<file path="src/rtl/pipeline_run_monitor.sv">
// pipeline_run_monitor: run controller and write-back retirement monitor.
// After a start pulse it counts cycles and retired instructions and ends the
// run on end-PC retirement (after the pipeline drains), on cycle-budget
// exhaustion, or on a hang. done/done_cause are sticky until reset.
// Optional feature macro: MONITOR_PC_RANGE_CHECK_EN builds the retired-PC
// range/alignment checker driving pc_err; otherwise pc_err is tied 0.
//
// state | meaning
// IDLE  | waiting for start; retirements ignored
// RUN   | counting; watching for end PC, budget and hang
// DRAIN | end PC retired; counting while the pipeline empties
// DONE  | run finished; everything frozen until reset
module pipeline_run_monitor #(
    parameter int              PC_W       = 32,
    parameter int              STAGES     = 5,
    parameter logic [PC_W-1:0] TEXT_BASE  = PC_W'(32'h0000_3000),
    parameter int              INST_NUM   = 41,
    parameter logic [PC_W-1:0] END_PC     = TEXT_BASE + PC_W'(4 * (INST_NUM - 1)),
    parameter int              MAX_CYCLES = (INST_NUM + 20) * 5,
    parameter int              HANG_LIMIT = 16,
    parameter int              CNT_W      = 32
) (
    input  logic             clk,
    input  logic             rst,
    input  logic             start,
    input  logic             wb_valid,
    input  logic [PC_W-1:0]  wb_pc,
    output logic [CNT_W-1:0] cycle_cnt,
    output logic [CNT_W-1:0] retire_cnt,
    output logic [PC_W-1:0]  last_pc,
    output logic             busy,
    output logic             done,
    output logic [1:0]       done_cause,
    output logic             pc_err
);
    typedef enum logic [1:0] {S_IDLE, S_RUN, S_DRAIN, S_DONE} state_t;

    localparam logic [CNT_W-1:0] MAX_C   = CNT_W'(MAX_CYCLES);
    localparam logic [CNT_W-1:0] HANG_C  = CNT_W'(HANG_LIMIT);
    localparam logic [CNT_W-1:0] DRAIN_C = CNT_W'(STAGES);
    localparam logic [CNT_W-1:0] ONE     = CNT_W'(1);

    state_t           state, state_nxt;
    logic [1:0]       cause_nxt;
    logic [CNT_W-1:0] idle_run, drain_cnt;
    logic [CNT_W-1:0] cyc_inc, ret_inc, idle_inc;
    logic             counting, end_hit, budget_hit, hang_hit;

    // Saturating increments: counters stick at all-ones instead of wrapping.
    assign cyc_inc  = (cycle_cnt == '1)  ? cycle_cnt  : cycle_cnt + ONE;
    assign ret_inc  = (retire_cnt == '1) ? retire_cnt : retire_cnt + ONE;
    assign idle_inc = (idle_run == '1)   ? idle_run   : idle_run + ONE;

    assign counting   = (state == S_RUN) || (state == S_DRAIN);
    assign end_hit    = wb_valid && (wb_pc == END_PC);
    // '>=' lets a budget reached on the END_PC edge still end the run in DRAIN.
    assign budget_hit = (cyc_inc >= MAX_C);
    // A retiring cycle is not silent, so it can never complete a hang.
    assign hang_hit   = !wb_valid && (idle_inc == HANG_C);

    // State register.
    always_ff @(posedge clk or negedge rst) begin
        if (!rst) state <= S_IDLE;
        else      state <= state_nxt;
    end

    // Next-state and termination cause selection.
    always_comb begin
        state_nxt = state;
        cause_nxt = done_cause;
        case (state)
            S_IDLE: if (start) state_nxt = S_RUN;
            S_RUN: begin
                if (end_hit) begin
                    state_nxt = S_DRAIN;
                end else if (budget_hit) begin
                    state_nxt = S_DONE;
                    cause_nxt = 2'b10;
                end else if (hang_hit) begin
                    state_nxt = S_DONE;
                    cause_nxt = 2'b11;
                end
            end
            S_DRAIN: begin
                if (budget_hit) begin
                    state_nxt = S_DONE;
                    cause_nxt = 2'b10;
                end else if (drain_cnt == ONE) begin
                    state_nxt = S_DONE;
                    cause_nxt = 2'b01;
                end
            end
            S_DONE:  state_nxt = S_DONE;
            default: state_nxt = S_IDLE;
        endcase
    end

    // Counters, last PC, drain timer and registered status outputs.
    always_ff @(posedge clk or negedge rst) begin
        if (!rst) begin
            cycle_cnt  <= '0;
            retire_cnt <= '0;
            last_pc    <= '0;
            idle_run   <= '0;
            drain_cnt  <= '0;
            busy       <= 1'b0;
            done       <= 1'b0;
            done_cause <= 2'b00;
        end else begin
            busy       <= (state_nxt == S_RUN) || (state_nxt == S_DRAIN);
            done       <= (state_nxt == S_DONE);
            done_cause <= cause_nxt;
            if (state == S_IDLE && start) begin
                cycle_cnt  <= '0;
                retire_cnt <= '0;
                last_pc    <= '0;
                idle_run   <= '0;
                drain_cnt  <= '0;
            end else if (counting) begin
                cycle_cnt <= cyc_inc;
                if (wb_valid) begin
                    retire_cnt <= ret_inc;
                    last_pc    <= wb_pc;
                    idle_run   <= '0;
                end else begin
                    idle_run <= idle_inc;
                end
                if (state == S_RUN && end_hit) drain_cnt <= DRAIN_C;
                else if (state == S_DRAIN)     drain_cnt <= drain_cnt - ONE;
            end
        end
    end

`ifdef MONITOR_PC_RANGE_CHECK_EN
    localparam logic [PC_W-1:0] TEXT_END = TEXT_BASE + PC_W'(4 * INST_NUM);

    logic pc_bad;
    assign pc_bad = (wb_pc < TEXT_BASE) || (wb_pc >= TEXT_END) || (wb_pc[1:0] != 2'b00);

    // Sticky flag for any out-of-range or misaligned retirement while monitoring.
    always_ff @(posedge clk or negedge rst) begin
        if (!rst)                             pc_err <= 1'b0;
        else if (counting && wb_valid && pc_bad) pc_err <= 1'b1;
    end
`else
    assign pc_err = 1'b0;
`endif

endmodule

</file>
<file path="config.mk">
export PLATFORM = sky130hd
export DESIGN_NAME = pipeline_run_monitor
export DESIGN_NICKNAME = d
export VERILOG_FILES = /design/src/rtl/pipeline_run_monitor.sv
export SDC_FILE = /design/constraint.sdc
export NUM_CORES = 1
export LEC_CHECK = 0
export BUFFER_PORTS_ARGS = -buffer_cell sky130_fd_sc_hd__buf_2
export CAP_MARGIN = 5
export CORE_UTILIZATION = 53
export CTS_CLUSTER_DIAMETER = 40
export CTS_CLUSTER_SIZE = 30
export DETAILED_ROUTE_END_ITERATION = 10
export PLACE_DENSITY = 0.78
export SLEW_MARGIN = 10
export SYNTH_ARGS = -nofsm -noshare
export SYNTH_HDL_FRONTEND = slang
export SYNTH_SLANG_ARGS = --single-unit
</file>
<file path="constraint.sdc">
create_clock -name clk -period 3.7 [get_ports clk]
set_input_delay 0.555 -clock clk [delete_from_list [all_inputs] [get_ports clk]]
set_output_delay 0.555 -clock clk [all_outputs]
set_load 0.02 [all_outputs]
</file>
==> reports/summary.txt <==
DIE HEIGHT: 137 µm
Hold Violations, Final: 0
Number of global-route vias before repair: 8,174
Antenna cells: 0
Seq/Total Area, Yosys: 43.2%
Syn_area_per_cell: 8.91 µm²
Class of the worst hold path: in2async
Max-cap violations: 0
Vias: 8,827
# rows: 48
Overflow after GRT: 0
R2r setup slk: 0.14 ns
Number of DRC markers in iteration 0: 817
Total CTS buffers: 17
Die width: 137 µm
Hold Worst Slack: 0.134 ns
Area share of the largest cell type after synthesis: 43.2%
Setup violators final: 0
Slew Limit Fails: 0
1st-pass router iterations: 8
Top post-synthesis cells by area: dfrtp_1 43%, nor2_1 5.5%, xnor2_1 4.6%
Port buffer count: 135
Synth Flop Type: dfrtp_1
Slew headroom: 49.3%
Layout cells sized above 1: 21.5%
Post-Route Skew: 0.0101 ns
Max Clk Rate: 281 MHz
Met3 routed WL: 1.59 mm
CP Launch Type: register
Final Instance Count excl. Fillers: 1,460
Via/cell ratio: 6.05
Unrepaired setup endpoints after global routing: no
FF+latch count, synth: 166
Num Clock Sinks: 166
Crit path DAT: 3.88 ns
Skew-Pair Late Insertion Delay: 0.44 ns
First-pass GRT wire length: 40.8 mm
Slowest stage cell, crit path: dfrtp_1
Post-synth EDFFs: 0
Crit path time final: 3.56 ns
Dpl cells: 1,426
Core area: 17,500 µm²
Yosys top cell by area: dfrtp_1
Leakage: 4.81 nW
Clock buffer depth: 2
Syn Inst Count: 1,080
GRT Overall Usage: 27.6%
Met1 WL: 11.4 mm
Netlist cell types: 71
CTS H-tree lvls: 4
Final #Nets: 1,269
Syn. warnings: 0
Worst path max stage delay: 0.48 ns
Final wirelength: 24.8 mm
Clk slew on worst S/H paths: 0.08 ns
Setup Crit Path Kind: reg2reg
Pwr dens: 335 nW/µm²
VDD IR max: 337 µV
Drt drc: 0
Antenna-violating nets left: 0
CP most frequent cell: and4_1
Setup TNS: 0 ns
Syn Std Cell Area: 9620 µm²
Met2 Routed Length: 11.5 mm
Die area: 18,700 µm²
Synth cell count leaders: 166 x dfrtp_1, 140 x nor2_1, 83 x nand2_1, 72 x o21ai_0, 54 x clkbuf_1
Worst Path Max Fanout: 10
Initial Util: 54.9%
Clk root buf: clkbuf_16
Post-Syn Nets: 1,127
Post-detail-place hpwl: 17.4 mm
Most common cell in the netlist: dfrtp_1
Crit end category: register
Final period util: 96.2%
I/O pin count: 137
Outcome: finished clean
Worst Max-Slew Pin Slew: 0.760 ns
DR top layer: met4
Area delta synth->final: 19.0%
CP required: 4.02 ns
WL per Instance: 17.0 µm
CTS tree: yes
Largest net degree at the start of global routing: 78
RD Place Congestion: 0.973
CP cell instances: and4_1 -> and4_1 -> and4_1 -> o31a_1 -> o2111ai_1 -> or3_1 -> nor4_4 -> buf_4 -> nor4_4 -> o32ai_1 -> ha_1
Ys async rst share: 100%
Initial antenna violation count: 0
[cells in the final DEF, fill, tap and decap left out, drive strengths merged, types with 11 or more instances in the layout]
| cell type | synthesis | layout |
|---|---|---|
| a22o | 32 | 32 |
| ha | 11 | 11 |
| and3 | 22 | 22 |
| and4 | 15 | 15 |
| o21ai | 73 | 73 |
| a21oi | 34 | 34 |
| dfrtp | 166 | 166 |
| a31oi | 14 | 14 |
| nand2 | 83 | 83 |
| nor3 | 30 | 30 |
| xor2 | 45 | 45 |
| clkbuf | 55 | 17 |
| or3 | 31 | 31 |
| nand4 | 37 | 37 |
| xnor2 | 50 | 50 |
| nor4 | 31 | 31 |
| nand3 | 52 | 52 |
| and2 | 13 | 13 |
| inv | 20 | 26 |
| nor2 | 140 | 140 |
| buf | 15 | 193 |
[path summary, 6_finish.rpt]
| path | start | endpoint | depth (start not counted) |
|---|---|---|---|
| max in group asynchronous | rst | idle_run[27] | 2 |
| hold / removal | rst | last_pc[1] | 1 |
| setup reg to reg | idle_run[13] | busy | 11 |
| min in group clk | wb_pc[7] | last_pc[7] | 2 |
| setup / recovery | idle_run[13] | busy | 11 |
| hold reg to reg | last_pc[0] | last_pc[0] | 1 |
[through the flow]
step	total power [mW]	utilization (%)	instance area, µm²	setup WS [ns]
floorplan	1.93	-	9620	0.0519
global placement	2.01	61.3	10700	0.158
detailed placement	2.02	61.3	10700	0.0699
CTS	3.86	64.9	11400	0.00283
global route	3.95	65.3	11500	0.00230
finish	3.84	65.3	11500	0.139
[report_power, final]
| part | internal [mW] | switching [mW] |
|---|---|---|
| logic | 0.0464 | 0.0882 |
| registers | 1.83 | 0.0115 |
| clock network | 0.984 | 0.876 |
[timing repair]
item	4_1_cts	5_1_grt
buffers inserted	0	2
setup endpoints to repair	0	2
hold buffers	0	0
resized for setup	0	17
[cell type report]
type	instances	area (µm²)
fillers	1453	6080
multi-input cells	824	5170
flip-flops and latches	166	4160
repair buffers	193	1130
clock buffers	17	425
well taps	225	282
clock inverters	15	208
inverters	20	75.1
[state kept, by name, indices dropped and copies added (netlist names), 2 cells and up]
signal,cells
cycle_cnt,32
drain_cnt,32
idle_run,32
last_pc,32
retire_cnt,32
done_cause,2
state,2
[per-layer routing]
layer  GRT usage, %  vias up
li1               -     4194
met1           38.3     4263
met2           43.1      318
met3           5.44       52
met4           9.51        0
met5              0        -
[critical path: cells and delay by family, from the launching register on]
kind	cells	cell delay (ns)
simple gates	6	1.89
fa+ha+maj	1	0.28
flops	1	0.48
buf+inv	1	0.20
compound gates	3	0.57
[cell families after synthesis]
family          Yosys count  synth area share [%]
simple gates            493                  27.1
compound gates          215                  14.9
flops                   166                  43.2
xor+xnor                 95                  8.65
buf+inv                  90                  3.72
fa+ha+maj                11                  1.43
mux                       9                 0.975
other cells               1                0.0390
(Power assumes the default switching activity.)
